### src/rtl/cam_frame_ctrl.sv
// Camera-side controller: sensor power-up sequencing, XCLK generation and
// single-frame window capture onto a valid/ready byte stream, all in the MCLK domain.
module cam_frame_ctrl #(
   parameter int XCLK_DIV   = 2,
   parameter int PWDN_CYC   = 1000,
   parameter int RST_CYC    = 1000,
   parameter int SETTLE_CYC = 10000,
   parameter int LINE_START = 0,
   parameter int LINE_COUNT = 480,
   parameter int BYTE_START = 0,
   parameter int BYTE_COUNT = 1280
) (
   input  logic       xipMCLK,
   input  logic       xipRESET,
   input  logic       iCAPTURE,
   input  logic       iCAM_VSYNC,
   input  logic       iCAM_HREF,
   input  logic       iCAM_PCLK,
   input  logic [7:0] iCAM_D,
   output logic       oCAM_PWDN,
   output logic       onCAM_RESET,
   output logic       oCAM_XCLK,
   output logic [7:0] oDATA,
   output logic       oVALID,
   input  logic       iREADY,
   output logic       oLINE_END,
   output logic       oFRAME_END,
   output logic       oCAM_RDY,
   output logic       oBUSY,
   output logic       oOVERFLOW,
   output logic       oTRUNC,
   output logic [2:0] oSTATE
);

   localparam logic [2:0] ST_PWDN    = 3'd0;
   localparam logic [2:0] ST_RST     = 3'd1;
   localparam logic [2:0] ST_SETTLE  = 3'd2;
   localparam logic [2:0] ST_IDLE    = 3'd3;
   localparam logic [2:0] ST_WAIT_VS = 3'd4;
   localparam logic [2:0] ST_CAPTURE = 3'd5;
   localparam logic [2:0] ST_DONE    = 3'd6;

   localparam logic [10:0] LINE_LO   = 11'(LINE_START);
   localparam logic [10:0] LINE_HI   = 11'(LINE_START + LINE_COUNT);
   localparam logic [10:0] LINE_LAST = 11'(LINE_START + LINE_COUNT - 1);
   localparam logic [11:0] BYTE_LO   = 12'(BYTE_START);
   localparam logic [11:0] BYTE_HI   = 12'(BYTE_START + BYTE_COUNT);

   logic [2:0]  state;
   logic [15:0] seqCnt;
   logic [15:0] xclkCnt;
   logic        xclkReg;

   logic [2:0]  vsSync;
   logic [2:0]  hrefSync;
   logic [2:0]  pclkSync;
   logic [7:0]  dSync1;
   logic [7:0]  dSync2;

   logic        pixRise;
   logic [7:0]  pixData;
   logic        hrefLvl;
   logic        hrefRise;
   logic        hrefFall;
   logic        vsRise;
   logic        vsFall;

   logic [9:0]  lineCnt;
   logic [10:0] byteCnt;
   logic        lineInWin;
   logic        byteInWin;
   logic        loadByte;

   logic [7:0]  dataReg;
   logic        validReg;
   logic        lineEndReg;
   logic        overflowReg;
   logic        truncReg;

   // Two-stage synchronizers with a third stage for edge detection; data is
   // taken from the same stage that the PCLK edge is detected on.
   always_ff @(posedge xipMCLK or posedge xipRESET) begin
      if (xipRESET) begin
         vsSync   <= '0;
         hrefSync <= '0;
         pclkSync <= '0;
         dSync1   <= '0;
         dSync2   <= '0;
      end else begin
         vsSync   <= {vsSync[1:0], iCAM_VSYNC};
         hrefSync <= {hrefSync[1:0], iCAM_HREF};
         pclkSync <= {pclkSync[1:0], iCAM_PCLK};
         dSync1   <= iCAM_D;
         dSync2   <= dSync1;
      end
   end

   // Registered sync events so every decision in the capture logic sees the
   // pixel strobe, its data and the HREF/VSYNC edges aligned in one cycle.
   always_ff @(posedge xipMCLK or posedge xipRESET) begin
      if (xipRESET) begin
         pixRise  <= 1'b0;
         pixData  <= '0;
         hrefLvl  <= 1'b0;
         hrefRise <= 1'b0;
         hrefFall <= 1'b0;
         vsRise   <= 1'b0;
         vsFall   <= 1'b0;
      end else begin
         pixRise  <= pclkSync[1] & ~pclkSync[2];
         pixData  <= dSync2;
         hrefLvl  <= hrefSync[1];
         hrefRise <= hrefSync[1] & ~hrefSync[2];
         hrefFall <= ~hrefSync[1] & hrefSync[2];
         vsRise   <= vsSync[1] & ~vsSync[2];
         vsFall   <= ~vsSync[1] & vsSync[2];
      end
   end

   assign lineInWin = ({1'b0, lineCnt} >= LINE_LO) && ({1'b0, lineCnt} < LINE_HI);
   assign byteInWin = ({1'b0, byteCnt} >= BYTE_LO) && ({1'b0, byteCnt} < BYTE_HI);
   assign loadByte  = (state == ST_CAPTURE) && pixRise && hrefLvl && lineInWin && byteInWin;

   // XCLK runs freely in every state except power-down.
   always_ff @(posedge xipMCLK or posedge xipRESET) begin
      if (xipRESET) begin
         xclkCnt <= '0;
         xclkReg <= 1'b0;
      end else if (state == ST_PWDN) begin
         xclkCnt <= '0;
         xclkReg <= 1'b0;
      end else if (xclkCnt == 16'(XCLK_DIV - 1)) begin
         xclkCnt <= '0;
         xclkReg <= ~xclkReg;
      end else begin
         xclkCnt <= xclkCnt + 16'd1;
      end
   end

   // Main sequencer: power-up timing, capture window tracking and the
   // single-entry output register with overflow detection.
   always_ff @(posedge xipMCLK or posedge xipRESET) begin
      if (xipRESET) begin
         state       <= ST_PWDN;
         seqCnt      <= 16'(PWDN_CYC - 1);
         lineCnt     <= '0;
         byteCnt     <= '0;
         dataReg     <= '0;
         validReg    <= 1'b0;
         lineEndReg  <= 1'b0;
         overflowReg <= 1'b0;
         truncReg    <= 1'b0;
      end else begin
         lineEndReg <= 1'b0;
         case (state)
            ST_PWDN: begin
               if (seqCnt == 16'd0) begin
                  state  <= ST_RST;
                  seqCnt <= 16'(RST_CYC - 1);
               end else begin
                  seqCnt <= seqCnt - 16'd1;
               end
            end
            ST_RST: begin
               if (seqCnt == 16'd0) begin
                  state  <= ST_SETTLE;
                  seqCnt <= 16'(SETTLE_CYC - 1);
               end else begin
                  seqCnt <= seqCnt - 16'd1;
               end
            end
            ST_SETTLE: begin
               if (seqCnt == 16'd0) begin
                  state <= ST_IDLE;
               end else begin
                  seqCnt <= seqCnt - 16'd1;
               end
            end
            ST_IDLE: begin
               if (iCAPTURE) begin
                  overflowReg <= 1'b0;
                  truncReg    <= 1'b0;
                  state       <= ST_WAIT_VS;
               end
            end
            ST_WAIT_VS: begin
               if (vsFall) begin
                  lineCnt <= '0;
                  byteCnt <= '0;
                  state   <= ST_CAPTURE;
               end
            end
            ST_CAPTURE: begin
               if (hrefRise) begin
                  byteCnt <= '0;
               end else if (pixRise && hrefLvl && (byteCnt != '1)) begin
                  byteCnt <= byteCnt + 11'd1;
               end
               if (hrefFall) begin
                  if (lineCnt != '1) begin
                     lineCnt <= lineCnt + 10'd1;
                  end
                  if (lineInWin) begin
                     lineEndReg <= 1'b1;
                  end
               end
               // Completing the last window line takes priority over a VSYNC rise.
               if (hrefFall && ({1'b0, lineCnt} == LINE_LAST)) begin
                  state <= ST_DONE;
               end else if (vsRise) begin
                  state    <= ST_DONE;
                  truncReg <= 1'b1;
               end
            end
            ST_DONE: begin
               state <= ST_IDLE;
            end
            default: begin
               state  <= ST_PWDN;
               seqCnt <= 16'(PWDN_CYC - 1);
            end
         endcase

         if (loadByte) begin
            if (!validReg || iREADY) begin
               dataReg  <= pixData;
               validReg <= 1'b1;
            end else begin
               overflowReg <= 1'b1;
            end
         end else if (iREADY) begin
            validReg <= 1'b0;
         end
      end
   end

   assign oCAM_PWDN   = (state == ST_PWDN);
   assign onCAM_RESET = (state != ST_PWDN) && (state != ST_RST);
   assign oCAM_XCLK   = xclkReg;
   assign oDATA       = dataReg;
   assign oVALID      = validReg;
   assign oLINE_END   = lineEndReg;
   assign oFRAME_END  = (state == ST_DONE);
   assign oCAM_RDY    = (state == ST_IDLE) || (state == ST_WAIT_VS) ||
                        (state == ST_CAPTURE) || (state == ST_DONE);
   assign oBUSY       = (state == ST_WAIT_VS) || (state == ST_CAPTURE);
   assign oOVERFLOW   = overflowReg;
   assign oTRUNC      = truncReg;
   assign oSTATE      = state;

endmodule

### config.mk
export PLATFORM = sky130hd
export DESIGN_NAME = cam_frame_ctrl
export DESIGN_NICKNAME = d
export VERILOG_FILES = /design/src/rtl/cam_frame_ctrl.sv
export SDC_FILE = /design/constraint.sdc
export NUM_CORES = 1
export LEC_CHECK = 0
export ABC_CLOCK_PERIOD_IN_PS = 4250
export CAP_MARGIN = 10
export CORE_ASPECT_RATIO = 0.6
export CORE_MARGIN = 4
export CORE_UTILIZATION = 61
export CTS_BUF_LIST = sky130_fd_sc_hd__clkbuf_8
export DETAILED_ROUTE_END_ITERATION = 7
export GPL_ROUTABILITY_DRIVEN = 0
export GPL_TIMING_DRIVEN = 0
export PLACE_DENSITY = 0.8
export SLEW_MARGIN = 20
export SYNTH_ARGS = -nofsm -noshare
export SYNTH_HDL_FRONTEND = slang
export SYNTH_SLANG_ARGS = --single-unit
### constraint.sdc
create_clock -name xipMCLK -period 4.25 [get_ports xipMCLK]
set_clock_uncertainty 0.05 [all_clocks]
set_input_delay 0.6375 -clock xipMCLK [delete_from_list [all_inputs] [get_ports xipMCLK]]
set_output_delay 0.6375 -clock xipMCLK [all_outputs]
set_load 0.01 [all_outputs]
# Yosys cells after proc, flatten, opt, wreduce, memory -nomap -nowiden
# Cells that the tools add are included.
op_classes:
  add_sub_neg: 4
  multipliers: 0
  div: 0
  magnitude_cmp: 2
  n_eq_ne: 24
  shifts: 0
  mux: 38
  n_bitwise: 12
  n_reduce_logical: 29
op_table:
  columns: ["cell", "n"]
  rows:
  - ["16-bit two-way mux", 5]
  - ["16-bit one-hot mux with 4 select lines", 1]
  - ["11-bit two-way mux", 3]
  - ["10-bit two-way mux", 3]
  - ["11-bit one-hot mux with 2 select lines", 1]
  - ["3-bit two-way mux", 7]
  - ["3-bit one-hot mux with 7 select lines", 1]
  - ["10-bit one-hot mux with 2 select lines", 1]
  - ["2-bit inequality test, second input constant", 9]
  - ["16-bit by 1-bit adder with 16-bit output, second input constant", 1]
  - ["16-bit by 1-bit equality test with 1-bit output, second input constant", 1]
  - ["16-bit logical NOT", 1]
  - ["16-bit by 1-bit subtractor with 16-bit output, second input constant", 1]
  - ["1-bit two-way mux", 15]
  - ["11-bit by 1-bit adder with 11-bit output, second input constant", 1]
  - ["11-bit less-than comparator, second input constant", 1]
  - ["11-bit inequality test, second input constant", 1]
  - ["10-bit by 1-bit adder with 10-bit output, second input constant", 1]
  - ["10-bit by 9-bit equality test with 1-bit output, second input constant", 1]
  - ["10-bit by 9-bit less-than comparator with 1-bit output, second input constant", 1]
  - ["10-bit inequality test, second input constant", 1]
  - ["3-bit equality test, second input constant", 3]
  - ["1-bit logical AND", 8]
  - ["4-bit AND reduction", 2]
  - ["other kinds (17)", 39]
totals:
  register_bits: 108
  latch_bits: 0
  ram_bits: 0
  romBits: 0
  input_bits: 15
  out_inout_bits: 21
  wordCells: 132
  memories: 0

# Logic depth before layout (Yosys ltp)
# Gate-level depths: netlist of the first run.
depth:
  word_depth: 7
  ltp_mapped: 8

# Least setup slack after synthesis of the first run
# OpenSTA, ideal clock, no wires.
synth_timing:
  path_kind: "register to output"
  start: "reg state[1], in the netlist oSTATE[1]"
  end: "out oCAM_RDY"
  t_arrival_ns: 1.536
  required_time_ns: 3.562
  slack_ns: 2.026
  path_stages_with_launch: 6
  path_buffers: 3
  cell_sequence: "dfrtp_1 > clkbuf_1 > and2_1 > clkbuf_1 > clkbuf_1 > xnor2_1"
synth_via:
  elab_chain_cells: 4
synth_rtl:
  columns: ["item", "line", "source"]
  rows:
  - ["start: declaration", "49", "logic [2:0] state;"]
  - ["start signal: assignment", "144", "state <= ST_PWDN;"]
  - ["start signal: assignment", "158", "state <= ST_RST;"]
  - ["start signal: assignment", "166", "state <= ST_SETTLE;"]
  - ["3-bit by 2-bit equality test with 1-bit output / 3-bit equality test (equally long branches)", "244", "assign oCAM_RDY = (state == ST_IDLE) || (state == ST_WAIT_VS) ||"]
  - ["1-bit logical OR (2 in series)", "244", null]
  - ["1-bit logical OR *", "245", "(state == ST_CAPTURE) || (state == ST_DONE);"]
  - ["end: declaration", "28", "output logic oCAM_RDY,"]
# Mark *: on every way between the ends. The rest lies on a longest branch, timed or not.

# Worst setup path after layout of the first run
# Same ends and word-level chain as after synthesis.

==> flow_summary.toml, run 1 <==
[yosys]
yosys.area_share.simple = 0.219
netlist_area_um2 = 4900
synth_warnings = 0
syn_nets = 503
synth_compound_area_frac = 0.130
synth_xor_area_frac = 0.0250
synthMuxAreaShare = 0.0327
synth_top_family_by_area = "simple AND/OR/NAND/NOR gates"
syn_area_per_cell_um2 = 10.2
synth-async-reset-ratio = 1.00
synthAdderAreaFrac = 0.0153
synth_seq_cells = 107
synthFlopType = "dfrtp_1"
synth_top_area_frac = 0.505
synth_top_cell_by_area = "dfrtp_1"
ys_seq_area_frac = 0.548
synthTopCellsByArea = "dfrtp_1 51%, dfstp_2 4.3%, o21ai_0 4.2%"
yosysUniqueCellTypes = 57
synth_edf_count = 0
netlist_instances = 482

[floorplanning]
io-pin-count = 36
rows = 24
die_area_um2 = 9580
die_h_um = 77.4
coreArea_um2 = 7540
die_w_um = 124
start_util = 0.650

[clock_tree]
cts_buffers = 9
cts_tree = "done"
clock_sinks = 107
cts_buffer_depth = 2
cts_max_level = 3
hold_buffers = 0
cts_setup_buffers = 0
cts_root_buf = "clkbuf_8"
clk_latency_ps = 370
ctsResizeCount = 0
clk_pin_slew_ps = 110

[routing]
via_per_inst = 6.11
wl_met3_mm = 1.04
dr_total_vias = 3901
highest_layer = "met4"
wl_mm = 10.9
final_antenna_net_count = 0
wire_per_inst_um = 17.1
drc_errors = 0
detailedRoute.firstPassIterationCount = 5
drtIter0Drc = 600
wl_met2_mm = 4.72
wl_met1_mm = 5.04

[sta]
post-route-period-util = 0.837
max_slew.worst_pin.slew_ps = 761
fmax_mhz = 281
maxSlewHeadroom = 0.489
rsz0062_at_grt = "no"
setup_viol = 0
hold_viol = 0
holdWs_ps = 304
drv_slew = 0
layout_min_cycle_time_ps = 3560

[setup_path]
crit_chain = "clkbuf_1 -> and2_1 -> clkbuf_1 -> clkbuf_1 -> xnor2_1 -> clkdlybuf4s50_1"
crit_fanout = 10
critPathRequiredTime_ps = 3560
critPathCaptureType = "output pin"
cp_common_cell = "clkbuf_1"
critPathKind = "reg2out"
arrival_ps = 2870
crit_path_start_kind = "flop"
cp_slowest_stage_delay_ps = 550
crit_slowest_cell = "clkdlybuf4s50_1"
cp_top_family = "buffers and inverters"
crit_buf_inv = 4

[global_route]
grt_max_degree = 75
grt_pass1_vias = 3751
antenna_found_initial = 0
grt-ovfl-total = 0
grt_usage = 0.248
grt_pass1_wl_mm = 18.9

[layout]
num-nets-final = 550
layout_common_cells = "99 x dfrtp_1, 50 x nor2_1, 41 x o21ai_0, 36 x nand2_1, 35 x clkdlybuf4s50_1"
fin_area_um2 = 5600
final_common_cell = "dfrtp_1"
antenna_cells = 0
fill_cells = 521
drive_gt1_frac = 0.0918
syn2layout_area_growth_pct = 14.2
stdcell_count = 638

[run_status]
status = "finished clean"

[placed_design]
post_dp_cell_area_um2 = 5410
placed_cells = 622
dp_hpwl_mm = 7.62
port_buffers = 35

[pwr]
p_leak_uw = 0.00234
design_power_total_uw = 2970
irDropWorstVdd_mv = 0.312
p_per_area_nw_per_um2 = 530

[min_path]
hold_path.class = "reg2reg"

[run]
cap_violations = 0
power by group:
group          internal [µW]  switching [µW]  total, µW
logic                    430             612       1040
registers               1190             151       1340
clock network            224             363        587
total                   1840            1130       2970
sequential cells by signal, indices dropped and copies added, names as in the netlist, 2 cells and up:
register and cells:
lineCnt 10, vsSync 3, hrefSync 2, dSync1 8, oDATA 8, seqCnt 16
xclkCnt 16, pclkSync 3, byteCnt 11, oSTATE 3, pixData 8, dSync2 8
cells by family after synthesis:
family	after synthesis
fa+ha+maj	6
xor+xnor	14
buf+inv	35
flops	107
mux	15
compound gates	101
simple gates	204
worst reg2reg max path: cells and delay by family, from the launching register on:
family	cells	cell delay, ps
compound gates	2	500
fa+ha+maj	1	210
buf+inv	2	290
flops	1	420
simple gates	3	940
cells in the mapped netlist (2+ instances only):
master     count
a21oi_1       13
a2bb2oi_1      2
a31oi_1        7
a41oi_1        3
and2_1         4
and3_1         6
and4_1         5
buf_2          5
clkbuf_1      10
dfrtp_1       99
dfstp_2        8
ha_1           6
inv_1         18
mux2_2         8
mux2i_1        7
nand2_1       36
nand2b_1       4
nand3_1       28
nand4_1        9
nor2_1        50
nor2b_1       10
nor3_1        19
nor4_1        12
nor4b_1        2
o211ai_1       4
o21ai_0       41
o22ai_1        3
o31ai_1       12
o32a_1         2
o41ai_1        2
or2_2          3
or3_1          4
or4_1          3
or4_4          2
xnor2_1        8
xor2_1         6
area by class of cell:
type	count	area, µm²	share of cell area
tap	104	130	0.0232
clock inverter	7	60.1	0.0107
buffer	17	81.3	0.0145
sequential	107	2690	0.480
multi-input combinational	340	2060	0.369
timing repair buffer	36	378	0.0675
inverter	18	72.6	0.0130
clock buffer	9	124	0.0221
per-layer routing:
metal,GRT usage,up-vias
met4,0.0552,0
met2,0.352,191
met1,0.385,1855
met3,0.0647,18
li1,-,1837
met5,0,-
final timing paths:
| check | startpoint | end | slack, ps | depth (start not counted) |
|---|---|---|---|---|
| max | oSTATE[1]$_DFFE_PP0P_ | oCAM_RDY | 690 | 6 |
| min | dSync2[5]$_DFF_PP0_ | pixData[5]$_DFF_PP0_ | 300 | 0 |
| max reg2reg | seqCnt[0]$_DFFE_PP1P_ | seqCnt[8]$_DFFE_PP1P_ | 1800 | 8 |
| min reg2reg | dSync2[5]$_DFF_PP0_ | pixData[5]$_DFF_PP0_ | 300 | 0 |
| max in group asynchronous | xipRESET | seqCnt[0]$_DFFE_PP1P_ | 2910 | 3 |
| min in group asynchronous | xipRESET | xclkCnt[0]$_DFF_PP0_ | 550 | 2 |
through the flow:
stage               setup TNS, ps  worst slack (ps)   util
CTS                             0               722  0.743
floorplan                       0               758      -
detailed placement              0              1140  0.718
finish                          0               693  0.743
global route                    0               546  0.743
global placement           -66980              -685  0.714
Note: power is estimated with default switching activity, not from simulation.
==> run 2, diff against run 1 <==
ABC_CLOCK_PERIOD_IN_PS = 3100   (was 4250)
CORE_UTILIZATION = 55   (was 61)
PLACE_DENSITY = 0.76   (was 0.8)
clock period = 3.1 ns   (was 4.25 ns; I/O delays follow)
==> run 2 against run 1 <==
Compared with the run above: utilization decreased by 8.0 points; register-to-register slack got worse by 1200 ps; sequential cell count unchanged; critical path type unchanged; critical endpoint unchanged; largest power group unchanged.
==> flow_summary.toml, run 2 (same netlist as run 1, synthesis figures left out) <==
[sta]
maxSlewHeadroom = 0.511
rsz0062_at_grt = "no"
layout_min_cycle_time_ps = 2850
max_slew.worst_pin.slew_ps = 727
timing.setup.tns_ps = 0
post-route-period-util = 0.918
fmax_mhz = 351
holdWs_ps = 309
hold_viol = 0
drv_slew = 0
setup_viol = 0

[setup_path]
critPathKind = "reg2out"
critPathRequiredTime_ps = 2580
r2r_slack_ps = 610
crit_fanout = 11
critPathCaptureType = "output pin"
arrival_ps = 2330
crit_path_start_kind = "flop"

[pwr]
combPwrFrac = 0.338
swShare = 0.377
p_int_uw = 2630
p_sw_uw = 1590
p_seq_frac = 0.434
design_power_total_uw = 4220
p_leak_uw = 0.00238
irDropWorstVdd_mv = 0.434
p_per_area_nw_per_um2 = 741
clkPwrFrac = 0.227

[routing]
via_per_inst = 6.13
final_antenna_net_count = 0
detailedRoute.firstPassIterationCount = 5
wire_per_inst_um = 17.4
drtIter0Drc = 597
drc_errors = 0
wl_mm = 11.2
dr_total_vias = 3957

[clock_tree]
cts_tree = "done"
clk_latency_ps = 380
clock_sinks = 107
cts_root_buf = "clkbuf_8"
clk_pin_slew_ps = 110
cts_max_level = 3
cts_buffers = 9
cts_buffer_depth = 2

[global_route]
antenna_found_initial = 0
grt-ovfl-total = 0
grt_usage = 0.230
grt_pass1_wl_mm = 18.7
grt_max_degree = 31
grt_pass1_vias = 3734

[layout]
num-nets-final = 550
reg.largest.list = "seqCnt (16), xclkCnt (16), byteCnt (11)"
drive_gt1_frac = 0.101
layout_common_cells = "99 x dfrtp_1, 50 x nor2_1, 41 x o21ai_0, 36 x nand2_1, 35 x clkdlybuf4s50_1"
fin_area_um2 = 5690
final_common_cell = "dfrtp_1"
final_util = 0.663
antenna_cells = 0
syn2layout_area_growth_pct = 16.2

[placed_design]
port_buffers = 35
post_dp_cell_area_um2 = 5460
dp_hpwl_mm = 7.93

[floorplanning]
coreArea_um2 = 8590
die_area_um2 = 10500
rows = 26
io-pin-count = 36
die_h_um = 81.1
die_w_um = 130
start_util = 0.571

[run]
cap_violations = 0

[min_path]
hold_path.class = "reg2reg"

[run_status]
status = "finished clean"
run 2: cell count changes in the layout (fill, tap and decap cells not counted), moves of 2 or more:
cell      change
inv_6         -5
clkbuf_1      -3
inv_8         +3
buf_12        +2
clkinv_8      +2
run 2: per-layer routing:
layer	vias to the layer above	GRT usage	wire [µm]
li1	1840	-	-
met1	1917	0.340	5340
met2	186	0.333	4780
met3	14	0.0664	957
met4	0	0.0612	138
met5	-	0	0
run 2: area by class of cell:
class                           count  area [µm²]
Multi-Input combinational cell    340        2070
Clock buffer                        9         124
Clock inverter                      7         113
Buffer                             15        75.1
Sequential cell                   107        2690
Tap cell                          112         140
Inverter                           18        71.3
Fill cell                         667        2890
Timing Repair Buffer               38         418
run 2: power groups by stage:
stage / Clock [µW] / Sequential (µW) / Combinational [µW]
global placement: 0 / 1840 / 1360
global route: 1040 / 1860 / 1550
finish: 958 / 1830 / 1430
CTS: 979 / 1820 / 1420
detailed placement: 0 / 1840 / 1410
floorplan: 0 / 1830 / 854
run 2: worst paths after layout:
path / endpoint / from / depth (start not counted)
max: oCAM_RDY / oSTATE[1]$_DFFE_PP0P_ / 4
min: dSync2[7]$_DFF_PP0_ / dSync1[7]$_DFF_PP0_ / 0
max reg2reg: seqCnt[12]$_DFFE_PP0P_ / seqCnt[1]$_DFFE_PP1P_ / 7
min reg2reg: dSync2[7]$_DFF_PP0_ / dSync1[7]$_DFF_PP0_ / 0
max in group asynchronous: seqCnt[6]$_DFFE_PP1P_ / xipRESET / 4
min in group asynchronous: pixData[0]$_DFF_PP0_ / xipRESET / 2
run 2: per-stage QoR:
stage	worst slack, ps	std cells
2_1_floorplan	1040	482
3_3_place_gp	133	629
3_5_place_dp	134	632
4_1_cts	115	647
5_1_grt	154	646
6_report	255	646
run 2: critical path, cell delays in order, from the launching register on:
cell and delay, ps:
dfrtp_1 570, and2_2 350, clkbuf_2 320, xnor2_1 160
clkdlybuf4s50_1 550
run 2: repair_timing:
action	CTS	global route
setup endpoints to repair	1	1
gates resized for setup	2	0
pin swaps	0	0
endpoints found under the hold margin	0	0
buffers inserted	0	0
hold buffers	0	0
